`src/rtl/pipelined_addsub_pkg.sv`:
```
// pipelined_addsub_pkg: mode constants and parameter legality check shared by the add/sub pipeline.
package pipelined_addsub_pkg;
  localparam logic MODE_ADD = 1'b0;
  localparam logic MODE_SUB = 1'b1;
  function automatic bit addsub_legal(int width, int stages);
    return width >= 4 && width <= 128 && stages >= 1 && stages <= width && width % stages == 0;
  endfunction
endpackage

```
`src/rtl/add_chunk.sv`:
```
// add_chunk: combinational C-bit adder slice exposing the carry into its MSB for overflow detection.
module add_chunk #(
  parameter int C = 8
) (
  input  logic [C-1:0] a,
  input  logic [C-1:0] b,
  input  logic         ci,
  output logic [C-1:0] s,
  output logic         co,
  output logic         cm
);
  assign {co, s} = {1'b0, a} + {1'b0, b} + {{C{1'b0}}, ci};
  assign cm = s[C-1] ^ a[C-1] ^ b[C-1];
endmodule

```
`src/rtl/pipelined_addsub.sv`:
```
// pipelined_addsub: carry-chained adder/subtractor split into STAGES chunk stages with
// operand skew and result de-skew, valid/ready handshake, whole-pipe stall.
module pipelined_addsub
  import pipelined_addsub_pkg::*;
#(
  parameter int WIDTH  = 32,
  parameter int STAGES = 4
) (
  input  logic             clk,
  input  logic             rst,
  input  logic             in_valid,
  output logic             in_ready,
  input  logic [WIDTH-1:0] a,
  input  logic [WIDTH-1:0] b,
  input  logic             cin,
  input  logic             sub,
  output logic             out_valid,
  input  logic             out_ready,
  output logic [WIDTH-1:0] sum,
  output logic             cout,
  output logic             ovf
);
  localparam int C = WIDTH / STAGES;
  logic w_en;
  if (!addsub_legal(WIDTH, STAGES)) begin : g_bad_params
    $error("pipelined_addsub: illegal WIDTH=%0d STAGES=%0d", WIDTH, STAGES);
  end
  assign w_en = !out_valid | out_ready;
  assign in_ready = w_en;
  for (genvar k = 0; k < STAGES; k++) begin : g_st
    localparam int UW = WIDTH - k * C;
    logic [UW-1:0] w_a, w_b;
    logic [C-1:0] w_s;
    logic [(k+1)*C-1:0] w_s_next, r_s;
    logic w_vi, w_ci, w_co, w_cm, r_v, r_c;
    if (k == 0) begin : g_src
      assign w_a = a;
      assign w_b = (sub == MODE_ADD) ? b : ~b;
      assign w_ci = (sub == MODE_SUB) ? 1'b1 : cin;
      assign w_vi = in_valid;
      assign w_s_next = w_s;
    end else begin : g_src
      assign w_a = g_st[k-1].g_fwd.r_a;
      assign w_b = g_st[k-1].g_fwd.r_b;
      assign w_ci = g_st[k-1].r_c;
      assign w_vi = g_st[k-1].r_v;
      assign w_s_next = {w_s, g_st[k-1].r_s};
    end
    add_chunk #(.C(C)) u_add (
      .a(w_a[C-1:0]),
      .b(w_b[C-1:0]),
      .ci(w_ci),
      .s(w_s),
      .co(w_co),
      .cm(w_cm)
    );
    always_ff @(posedge clk or posedge rst) begin
      if (rst) begin
        r_v <= 1'b0;
        r_c <= 1'b0;
        r_s <= '0;
      end else if (w_en) begin
        r_v <= w_vi;
        r_c <= w_co;
        r_s <= w_s_next;
      end
    end
    // Upper operand chunks still waiting for their stage travel alongside the partial result.
    if (k < STAGES - 1) begin : g_fwd
      logic [UW-C-1:0] r_a, r_b;
      logic w_unused_cm;
      assign w_unused_cm = w_cm;
      always_ff @(posedge clk or posedge rst) begin
        if (rst) begin
          r_a <= '0;
          r_b <= '0;
        end else if (w_en) begin
          r_a <= w_a[UW-1:C];
          r_b <= w_b[UW-1:C];
        end
      end
    end else begin : g_out
      logic r_o;
      always_ff @(posedge clk or posedge rst) begin
        if (rst) r_o <= 1'b0;
        else if (w_en) r_o <= w_co ^ w_cm;
      end
    end
  end
  assign out_valid = g_st[STAGES-1].r_v;
  assign sum = g_st[STAGES-1].r_s;
  assign cout = g_st[STAGES-1].r_c;
  assign ovf = g_st[STAGES-1].g_out.r_o;
endmodule

```
`config.mk`:
```
export PLATFORM = sky130hd
export DESIGN_NAME = pipelined_addsub
export DESIGN_NICKNAME = d
export VERILOG_FILES = /design/src/rtl/pipelined_addsub_pkg.sv /design/src/rtl/add_chunk.sv /design/src/rtl/pipelined_addsub.sv
export SDC_FILE = /design/constraint.sdc
export NUM_CORES = 1
export LEC_CHECK = 0
export CAP_MARGIN = 20
export CELL_PAD_IN_SITES_DETAIL_PLACEMENT = 0
export CELL_PAD_IN_SITES_GLOBAL_PLACEMENT = 1
export CORE_AREA = 8 8 161 163
export DETAILED_ROUTE_END_ITERATION = 7
export DIE_AREA = 0 0 169 171
export PLACE_DENSITY = 0.73
export SETUP_SLACK_MARGIN = 0.15
export SLEW_MARGIN = 20
export SYNTH_ARGS = -nofsm -noshare
export SYNTH_HDL_FRONTEND = slang
export SYNTH_HIERARCHICAL = 1
export SYNTH_SLANG_ARGS = --single-unit
```
`constraint.sdc`:
```
create_clock -name clk -period 8 [get_ports clk]
set_clock_uncertainty 0.1 [all_clocks]
set_input_delay 1.6 -clock clk [delete_from_list [all_inputs] [get_ports clk]]
set_output_delay 1.6 -clock clk [all_outputs]
set_load 0.01 [all_outputs]
```
-- Yosys cells after proc, flatten, opt, wreduce, memory -nomap -nowiden
Index checks and enable logic that the tools add are counted.
- register bits after elaboration: 185
- bits in latches: 0
- memory bits (writable): 0
- memory bits (read-only): 0
- input port bits: 70
- logic and storage cells: 35
- memories: 0
- add/subtract/negate cells: 8
- multiply operators: 0
- divide/modulo/power cells: 0
- $lt $le $gt $ge: 0
- equality and inequality tests: 0
- shift-type cells: 0
- mux-type cells: 2
- bitwise operators: 5
- reduce and logical (&&, ||, !) cells: 1
- operators with widths (cell ; number):
    $add 8x8->9 ; 4
    $add 9x1->9 ; 4
    $mux 32 ; 1
    $not 32->32 ; 1
    $xor 1x1->1 ; 3
    $logic_not 1->1 ; 1
    $mux 1 ; 1
    $or 1x1->1 ; 1

-- Logic depth before layout (Yosys ltp)
Gate-level depths: netlist (run 1).
- word-level depth: 5
- gate-level depth with buffers: 10
- gate-level depth less buffers: 8

-- Cells and area by module
Netlist (run 1), hierarchy kept.
- by module, submodules not included (module ; times used ; cells an instance ; area each (µm²) ; sequential area each (µm²)):
    pipelined_addsub ; 1 ; 431 ; 7627.3 ; 4629.4
    add_chunk at g_st[1].u_add ... ; 3 ; 44 ; 376.6 ; 0.0
    add_chunk at g_st[0].u_add ; 1 ; 42 ; 374.1 ; 0.0

-- Least setup slack after synthesis (run 1)
No wires, ideal clock.
- path type: input to register
- start: in sub
- end: reg g_st[0].r_c
- setup time: 0.125 ns
- arrival: 4.035 ns
- data required time: 7.775 ns
- setup slack: 3.740 ns
- cell stages on the path: 10
- buffers on the path: 2
- cell sequence: buf_2 buf_2 or2_2 fa_1 fa_1 a21o_2 a21oi_2 o211ai_1 a31o_2 mux2_4
- elaborated cells on any way between the ends: 4
- classes of those cells: add/sub (2); mux (2)
- RTL lines (item ; line ; source):
    from (decl) ; pipelined_addsub.sv:16 ; input logic sub,
    $mux 1 ; pipelined_addsub.sv:39 ; assign w_ci = (sub == MODE_SUB) ? 1'b1 : cin;
    named net g_st[0].w_ci ; pipelined_addsub.sv:35 ; logic w_vi, w_ci, w_co, w_cm, r_v, r_c;
    $add 9x1->9 ; add_chunk.sv:12 ; assign {co, s} = {1'b0, a} + {1'b0, b} + {{C{1'b0}}, ci};
    named net g_st[0].w_co ; pipelined_addsub.sv:35 ;
    to (signal assigned) ; pipelined_addsub.sv:64 ; r_c <= w_co;
    to (decl) ; pipelined_addsub.sv:35 ;
The timed path passes the listed nets, and every way through them passes these cells.
A chain may end at the register's enable or synchronous reset.

-- Final worst setup path (run 1)
- start: in out_ready
- end: out in_ready
- word-level cells in the longest chain between the ends: 1
- RTL lines (item ; line ; source):
    from (decl) ; pipelined_addsub.sv:18 ; input logic out_ready,
    $or 1x1->1 ; pipelined_addsub.sv:28 ; assign w_en = !out_valid | out_ready;
    to (decl) ; pipelined_addsub.sv:12 ; output logic in_ready,
Every way passes these cells.

==> summary.txt, run 1 <==
Clocking
  – CTS tree: done
  – Worst-case clock buffer depth: 2
  – Clock Sink Count: around 190
  – Worst-skew pair later-pin latency: roughly 430 ps
  – CTS clk-pin slew, worst paths: ~70 ps
  – Number of setup buffers added after CTS: 0
  – Htree depth: 4
  – Clock root cell: clkbuf_16
  – Post-cts sizing count: 0
  – Number of hold buffers added after CTS: 0
  – CTS Buf Count: 17

Global route
  – Number of global-route vias before repair: about 5.5k
  – Initial antenna violation count: 0
  – First-pass GRT wire length: approximately 28 mm
  – Largest net degree at the start of global routing: approximately 170
  – Congestion Overflow GR: 0
  – GRT Total Usage: 0.1217

Timing
  – Tcrit/Tclk final: 0.5996
  – RSZ-0062 raised after global routing: no
  – Final slew viol count: 0
  – Hold WS: approximately 390 ps
  – Rel. slew slack: 0.2801
  – Measured slew at the worst slew-check pin: about 1100 ps
  – Final setup viols: 0
  – Post-route setup slack: approximately 3200 ps
  – Tmin final: 4797 ps
  – Max Fclk: around 0.21 GHz
  – Hold violation count in the final report: 0
  – Setup TNS Final: 0 ps

Synth
  – Syn Nets: 705
  – Mapped Area: ~9000 µm²
  – Synth Warn #: 6
  – Cells after Synth: ~600
  – Syn avg cell area: around 15 µm²

Routing
  – Total wire length: 16.49 mm
  – Initial DRC Count: around 210
  – DRC Markers: 0
  – Routed Antenna Nets: 0
  – Pre-antenna DRT Iters: 4
  – Average routed wire per standard cell: roughly 16 µm
  – DR vias/cell: 4.835
  – Via count: 4990

Worst setup path
  – Cell family with most CP delay: buffers and inverters
  – Worst path max stage delay: around 690 ps
  – R2R Path End: ovf
  – R2R cell count: 8
  – Crit end category: output port
  – CP most frequent cell: clkdlybuf4s50_1
  – CP startpoint: out_ready
  – Crit path kind: input port to output port
  – R2r startpoint: g_st[2].g_fwd.r_a[0]
  – R2r setup slk: about 5100 ps
  – Data arrival, critical path: about 3100 ps
  – Crit-path cells: clkdlybuf4s50_1 > nand2b_4 > clkdlybuf4s50_1
  – Req. time, crit path: roughly 6300 ps
  – CP endpoint: in_ready
  – CP max FO: 19
  – Critical Path Source Type: input port
  – Critical path buffers and inverters: 2
  – CP max-delay cell: clkdlybuf4s50_1
  – Levels on crit path: 3

Placed design
  – Routability cong.: 0.7777
  – Worst Setup Slack post-DPL: 3149 ps
  – Hpwl dp: approximately 11 mm
  – Number of I/O port buffers: approximately 110
  – Cell Area, Placed: around 10000 µm²

Die
  – IO Pins: about 110
  – Die Area: approximately 29000 µm²
  – Die Y: between 150 and 200 µm
  – Core ar.: 23260 µm²
  – Chip width: between 150 and 200 µm
  – Initial Utilization: 0.3885
  – # rows: 56

Outcome
  – Status: completed

Finish
  – Design Area, Final: around 11000 µm²
  – Nets: roughly 810
  – # fillers: roughly 2.1k
  – Antenna cells: 0
  – Layout cells sized above 1: 0.3338
  – P&R area growth vs syn: 20.02%

Power
  – Net Sw Power: 1398 µW
  – Clock Power Share: 0.181
  – Switching share of power: 0.3164
  – Sequential Power Share: 0.365
  – Peak VDD IR: approximately 170 µV
  – Leak: a little under 0.005 µW
  – Logic pwr share: 0.453
  – Pint: 3022 µW
  – Cell area power density: between 400 and 500 nW/µm²

Run
  – MaxCap Viol Count: 0

Worst hold path
  – Hold crit path type: flop to flop
per-layer routing:
metal | routed length, µm | part of all wire | GRT usage | vias to the layer above
li1 | - | - | - | 2345
met5 | 0 | 0 | 0 | -
met2 | 8077 | 0.49 | 0.2024 | 77
met3 | 723 | 0.044 | 0.04079 | 16
met1 | 7497 | 0.45 | 0.1490 | 2552
met4 | 191 | 0.012 | 0.03424 | 0
stage by stage:
stage | power, µW | utilization | std cells
2_1_floorplan | 3140 | - | 599
3_3_place_gp | 3580 | 0.4424 | 1001
3_5_place_dp | 3649 | 0.4424 | 1001
4_1_cts | 4486 | 0.4663 | 1032
5_1_grt | 4753 | 0.4663 | 1032
6_report | 4420 | 0.4663 | 1032
power by group through the flow:
stage / registers (µW) / logic, µW / clock network, µW
floorplan: 1600 / 1540 / 0
global placement: 1620 / 1960 / 0
detailed placement: 1630 / 2020 / 0
CTS: 1620 / 2030 / 831
global route: 1680 / 2210 / 871
finish: 1610 / 2000 / 802
worst register-to-register path: stages (launching register included):
cell,delay [ps]
dfrtp_1,400
fa_1,510
fa_1,430
a21o_2,240
a21oi_1,310
o21ai_0,140
a31o_2,280
xor2_1,140
mux2_4,250
worst min path at each step:
stage          cells past startpoint                   from  slack (ps)               endpoint
6_report                           1            g_st[2].r_v         390              out_valid
5_1_grt                            1  g_st[1].g_fwd.r_b[10]         420  g_st[1].g_fwd.r_b[10]
4_1_cts                            1        g_st[2].r_s[15]         400                sum[15]
3_5_place_dp                       1            g_st[2].r_v         380              out_valid
3_3_place_gp                       1            g_st[2].r_v         370              out_valid
2_1_floorplan                      1            g_st[2].r_v         330              out_valid
flip-flops by register name, indices dropped and copies added (netlist names):
signal / count
g_st.g_fwd.r_a: 48
ovf: 1
g_st.r_s: 48
g_st.g_fwd.r_b: 48
g_st.r_v: 3
sum: 32
cout: 1
g_st.r_c: 3
out_valid: 1
final cells by class:
class | count | area [µm²] | share of cell area
multi-input cells | 376 | 4128 | 0.3805
repair buffers | 108 | 1081 | 0.09967
inverters | 13 | 53.80 | 0.004960
flip-flops and latches | 185 | 4629 | 0.4268
clock buffers | 21 | 460.4 | 0.04245
well taps | 319 | 399.1 | 0.03680
clock inverters | 10 | 95.09 | 0.008767
layout by cell type (no fill, tap or decap), drive strengths merged:
cell,instances
nand2,3
ha,28
o21bai,4
nor2,7
xor2,38
mux2,184
xnor3,1
o22ai,1
a21oi,16
buf,4
a31oi,4
o2111ai,4
clkbuf,21
clkinv,5
inv,15
xnor2,13
or4b,4
o211ai,1
fa,8
nand2b,6
clkdlybuf4s50,104
bufinv,1
or2,1
dfrtp,185
a211oi,7
clkinvlp,2
nor3,11
a31o,4
a41oi,3
o21ai,20
a21o,8
(Power assumes the default switching activity.)
==> inputs of run 2 (changes only) <==
==> constraint.sdc (replaced) <==
create_clock -name clk -period 4.6 [get_ports clk]
set_clock_uncertainty 0.1 [all_clocks]
set_input_delay 0.92 -clock clk [delete_from_list [all_inputs] [get_ports clk]]
set_output_delay 0.92 -clock clk [all_outputs]
set_load 0.01 [all_outputs]
==> run 2 against run 1 <==
Effect of this change: hold slack got worse by 19 ps; combinational power rose by 75%; sequential share of layout area fell by 0.33 points; die area unchanged; design area grew 0.78%; critical path type is now input port to flop; routed wire length is 2.2% higher; clock-buffer cell count down 3; non-clock buffer count increased by 4; utilization up 0.37 points; largest cell class unchanged.
==> summary.txt, run 2 (same netlist as run 1, synthesis figures left out) <==
Power
  – Final Total Pwr: just under 8000 µW
  – Peak VDD IR: 228.8 µV
  – Leak: between 0.004 and 0.005 µW
  – Pint: ~5300 µW
  – Sequential Power Share: 0.360
  – Logic pwr share: 0.448
  – Clock Power Share: 0.192
  – Switching share of power: 0.3198
  – Net Sw Power: 2496 µW
  – Cell area power density: around 710 nW/µm²

Timing
  – RSZ-0062 raised after global routing: no
  – Measured slew at the worst slew-check pin: a little over 900 ps
  – Rel. slew slack: 0.3796
  – Max Fclk: between 0.3 and 0.4 GHz
  – Setup TNS Final: 0 ps
  – Hold WS: around 380 ps
  – Tmin final: between 3000 and 4000 ps
  – Hold violation count in the final report: 0
  – Final slew viol count: 0
  – Final setup viols: 0
  – Tcrit/Tclk final: 0.7112

Die
  – IO Pins: around 110
  – # rows: 56
  – Chip width: approximately 170 µm
  – Core ar.: ~23000 µm²
  – Die Area: between 20000 and 30000 µm²
  – Die Y: between 150 and 200 µm
  – Initial Utilization: 0.3885

Global route
  – GRT Total Usage: 0.1221
  – Congestion Overflow GR: 0
  – First-pass GRT wire length: around 28 mm
  – Largest net degree at the start of global routing: between 100 and 150
  – Number of global-route vias before repair: about 5.5k
  – Initial antenna violation count: 0

Routing
  – Routed Antenna Nets: 0
  – Total wire length: between 15 and 20 mm
  – Average routed wire per standard cell: 16.25 µm
  – Pre-antenna DRT Iters: 4
  – DR vias/cell: between 4 and 5
  – DRC Markers: 0
  – Initial DRC Count: between 150 and 200
  – Via count: 4923

Worst setup path
  – CP max FO: 4
  – Req. time, crit path: 4810 ps
  – Critical Path Source Type: input port
  – Crit path kind: input port to flop
  – R2r setup slk: about 1600 ps
  – Crit end category: flop
  – Data arrival, critical path: between 3000 and 4000 ps

Clocking
  – Worst-skew pair later-pin latency: approximately 430 ps
  – Number of setup buffers added after CTS: 0
  – Post-cts sizing count: 0
  – CTS clk-pin slew, worst paths: around 70 ps
  – CTS tree: done
  – Number of hold buffers added after CTS: 0
  – Clock Sink Count: roughly 190
  – Worst-case clock buffer depth: 2
  – Htree depth: 4
  – Clock root cell: clkbuf_16
  – CTS Buf Count: 17

Finish
  – Nets: about 810
  – P&R area growth vs syn: 20.96%
  – # fillers: between 2k and 2.5k
  – Regs by FF count: g_st.g_fwd.r_a x48, g_st.g_fwd.r_b x48, g_st.r_s x48
  – Design Area, Final: about 11000 µm²
  – Commonest non-fill, non-tap cell in the layout: dfrtp_1
  – Most frequent cells in the layout: 185 x dfrtp_1, 104 x clkdlybuf4s50_1, 100 x mux2_4, 84 x mux2_2, 38 x xor2_1
  – Layout cells sized above 1: 0.3412
  – Antenna cells: 0

Placed design
  – Routability cong.: 0.7865
  – Hpwl dp: around 12 mm
  – Number of I/O port buffers: 105
  – Cell Area, Placed: 10330 µm²

Run
  – MaxCap Viol Count: 0

Outcome
  – Status: completed

Worst hold path
  – Hold crit path type: flop to flop
==> run 2: worst max-delay path, stage by stage <==
cell and delay (ps):
clkdlybuf4s50_1 390, or2_2 280, fa_1 430, fa_1 420, a21o_2 210, a21oi_2 220
o211ai_1 120, a31o_2 250, mux2_4 250
==> run 2: layer usage <==
metal / wire length (µm) / track usage / vias up
met5: 0 / 0 / -
met4: 223 / 0.04040 / 0
met2: 8130 / 0.2029 / 72
li1: - / - / 2344
met1: 7882 / 0.1538 / 2489
met3: 614 / 0.03088 / 18
==> run 2: area by class of cell <==
cell class	instances	area, µm²	share of cell area
Tap cell	319	399.1	0.03651
Inverter	13	52.55	0.004807
Clock buffer	18	439.2	0.04017
Sequential cell	185	4629	0.4235
Clock inverter	14	160.2	0.01465
Multi-Input combinational cell	376	4128	0.3776
Timing Repair Buffer	112	1124	0.1028
==> run 2: worst paths after layout <==
| kind | startpoint | endpoint | cells past startpoint |
|---|---|---|---|
| min in group asynchronous | rst | g_st[0].g_fwd.r_b[23] | 3 |
| hold / removal | g_st[2].r_v | out_valid | 1 |
| max in group asynchronous | rst | g_st[1].r_s[14] | 3 |
| hold reg to reg | g_st[2].r_v | out_valid | 1 |
| setup reg to reg | g_st[2].g_fwd.r_a[0] | ovf | 8 |
| setup / recovery | cin | g_st[0].r_c | 9 |
==> run 2: per-stage QoR <==
step / setup WS, ps / util / std cells
2_1_floorplan: 1020 / - / 599
4_1_cts: 1312 / 0.4699 / 1037
6_report: 1329 / 0.4699 / 1037
5_1_grt: 1231 / 0.4699 / 1037
3_3_place_gp: 904.0 / 0.4442 / 1005
3_5_place_dp: 899.5 / 0.4442 / 1005
==> run 2: power groups by stage <==
stage | clock [µW] | sequential (µW) | combinational [µW]
6_report | 1500 | 2810 | 3500
5_1_grt | 1610 | 2920 | 3820
4_1_cts | 1550 | 2830 | 3540
3_5_place_dp | 0 | 2850 | 3510
3_3_place_gp | 0 | 2820 | 3400
2_1_floorplan | 0 | 2780 | 2680
==> inputs of run 3 (changes only) <==
--- a/config.mk
+++ b/config.mk
@@ -11,7 +11,7 @@
 export CORE_AREA = 8 8 161 163
 export DETAILED_ROUTE_END_ITERATION = 7
 export DIE_AREA = 0 0 169 171
-export PLACE_DENSITY = 0.73
+export PLACE_DENSITY = 0.75
 export SETUP_SLACK_MARGIN = 0.15
 export SLEW_MARGIN = 20
 export SYNTH_ARGS = -nofsm -noshare
==> constraint.sdc (replaced) <==
create_clock -name clk -period 2.9 [get_ports clk]
set_clock_uncertainty 0.1 [all_clocks]
set_input_delay 0.58 -clock clk [delete_from_list [all_inputs] [get_ports clk]]
set_output_delay 0.58 -clock clk [all_outputs]
set_load 0.01 [all_outputs]
==> run 3 against run 2 <==
Effect of this change: largest power group unchanged; non-clock buffer count increased by 5; hold slack improved by 5.0 ps; final cell count increased by 0.48%; sequential share of layout area decreased by 0.27 points; clock-buffer cell count increased by 1; via count increased by 0.24%; critical endpoint unchanged; register-to-register slack got worse by 1400 ps; setup slack got worse by 1100 ps.
==> summary.txt, run 3 (same netlist as run 1, synthesis figures left out) <==
Outcome
  – Status: completed

Finish
  – Regs by FF count: g_st.g_fwd.r_a x48, g_st.g_fwd.r_b x48, g_st.r_s x48
  – Layout cells sized above 1: 0.3527
  – Utilization after layout: 0.4729
  – Commonest non-fill, non-tap cell in the layout: dfrtp_1
  – Antenna cells: 0
  – Nets: just over 800
  – P&R area growth vs syn: 21.72%
  – Most frequent cells in the layout: 185 x dfrtp_1, 104 x clkdlybuf4s50_1, 100 x mux2_4, 84 x mux2_2, 38 x xor2_1

Global route
  – First-pass GRT wire length: roughly 28 mm
  – Initial antenna violation count: 0
  – Congestion Overflow GR: 0
  – Largest net degree at the start of global routing: 110
  – GRT Total Usage: 0.1185
  – Gr busiest metal: met2
  – Number of global-route vias before repair: approximately 5.4k
  – Met3 GRT Util: 0.02973
  – Met1 usage: 0.1499
  – Met2 GRT Util: 0.1957

Clocking
  – Clock Sink Count: ~190
  – Worst-skew pair later-pin latency: between 400 and 500 ps
  – CTS tree: done
  – Clock root cell: clkbuf_16
  – Htree depth: 4
  – Number of hold buffers added after CTS: 0
  – Worst-case clock buffer depth: 2
  – CTS clk-pin slew, worst paths: approximately 70 ps
  – CTS Buf Count: 17

Routing
  – Via count: 4935
  – Initial DRC Count: approximately 250
  – Average routed wire per standard cell: between 15 and 20 µm
  – DRC Markers: 0
  – DR vias/cell: between 4 and 5
  – Pre-antenna DRT Iters: 6
  – Total wire length: 16.52 mm
  – Routed Antenna Nets: 0

Worst setup path
  – R2R cell count: 7
  – Critical Path Source Type: input port
  – CP max FO: 3
  – Worst path max stage delay: between 400 and 500 ps
  – R2r setup slk: between 200 and 300 ps
  – Req. time, crit path: slightly above 3000 ps
  – Crit end category: flop
  – Cell family with most CP delay: compound AO/OA/AOI/OAI gates
  – Data arrival, critical path: around 2900 ps
  – CP most frequent cell: fa_2
  – R2R Path End: g_st[1].r_c
  – CP startpoint: cin
  – Crit-path cells: clkdlybuf4s50_1 > or2_4 > fa_2 > fa_2 > a21o_2 > a21oi_4 > o211ai_1 > a31o_2 > mux2_4
  – Crit path kind: input port to flop
  – Levels on crit path: 9
  – CP endpoint: g_st[0].r_c
  – Critical path buffers and inverters: 1
  – R2r startpoint: g_st[0].g_fwd.r_a[0]
  – CP max-delay cell: clkdlybuf4s50_1

Timing
  – Hold violation count in the final report: 0
  – RSZ-0062 raised after global routing: no
  – Measured slew at the worst slew-check pin: 621.7 ps
  – Setup TNS Final: 0 ps
  – Tcrit/Tclk final: 0.9378
  – Rel. slew slack: 0.5855
  – Tmin final: between 2000 and 3000 ps
  – Final slew viol count: 0
  – Final setup viols: 0
  – Max Fclk: approximately 0.37 GHz

Placed design
  – Routability cong.: roughly 0.8
  – Number of I/O port buffers: 105
  – Hpwl dp: 11.50 mm

Power
  – Sequential Power Share: 0.361
  – Cell area power density: around 1100 nW/µm²
  – Switching share of power: 0.3211
  – Clock Power Share: 0.183
  – Leak: ~0.005 µW
  – Net Sw Power: between 3000 and 4000 µW
  – Logic pwr share: 0.456
  – Peak VDD IR: 432.2 µV
  – Pint: between 8000 and 9000 µW

Die
  – Chip width: 169 µm
  – Die Y: approximately 170 µm
  – Die Area: roughly 29000 µm²
  – Core ar.: 23260 µm²
  – IO Pins: about 110
  – Initial Utilization: 0.3885
  – # rows: 56

Run
  – MaxCap Viol Count: 0

Worst hold path
  – Hold crit path type: flop to flop
run 3: cell count changes in the layout (fill, tap and decap cells not counted), moves of 2 or more:
| cell | previous run | this run |
|---|---|---|
| a21oi_2 | 1 | 3 |
| fa_2 | 0 | 3 |
| buf_4 | 5 | 8 |
| a21oi_1 | 15 | 12 |
| fa_1 | 8 | 5 |
| clkinvlp_4 | 1 | 3 |
| buf_12 | 2 | 4 |
run 3: layout make-up:
class                   count  area [µm²]
repair buffers            117        1186
well taps                 319       399.1
flip-flops and latches    185        4629
fillers                  2078       12260
inverters                  13       52.55
clock buffers              19       442.9
clock inverters            13       133.9
multi-input cells         376        4156
run 3: repair_timing:
action | CTS | global route
resized for setup | 2 | 2
pin swaps | 2 | 0
endpoints found under the setup margin | 4 | 3
endpoints found under the hold margin | 0 | 0
setup buffers | 1 | 0
run 3: worst min-delay path by stage:
stage	endpoint	cells past startpoint	from
2_1_floorplan	out_valid	1	g_st[2].r_v
3_3_place_gp	out_valid	1	g_st[2].r_v
3_5_place_dp	out_valid	1	g_st[2].r_v
4_1_cts	out_valid	1	g_st[2].r_v
5_1_grt	g_st[0].g_fwd.r_b[22]	1	g_st[0].g_fwd.r_b[22]
6_report	out_valid	1	g_st[2].r_v
run 3: power groups by stage:
stage          Clock (µW)  Sequential (µW)  Combinational [µW]
2_1_floorplan           0             4410                4260
3_3_place_gp            0             4470                5470
4_1_cts              2350             4490                5690
5_1_grt              2460             4630                6130
3_5_place_dp            0             4520                5630
6_report             2270             4470                5640
run 3: routing by layer:
metal	routed length, µm	vias up
met5	0	-
met4	224	0
met3	622	19
met2	8147	83
met1	7521	2481
li1	-	2352
run 3: through the flow:
step	area, µm²	power, µW	hold slack, ps	std cells	setup WS (ps)
CTS	10990	12530	382.4	1042	203.4
global route	11000	13220	420.5	1042	158.8
detailed placement	10400	10150	353.4	1009	-371.9
floorplan	9076	8671	334.9	599	-158.5
finish	11000	12380	380.0	1042	180.5
global placement	10400	9935	353.8	1009	-340.0
run 3: worst register-to-register path, delay by kind of cell, from the launching register on:
family | cells | cell delay, ps
adders and majority gates | 2 | 930
AOI/OAI and AO/OA | 4 | 830
DFF | 1 | 410
muxes | 1 | 250
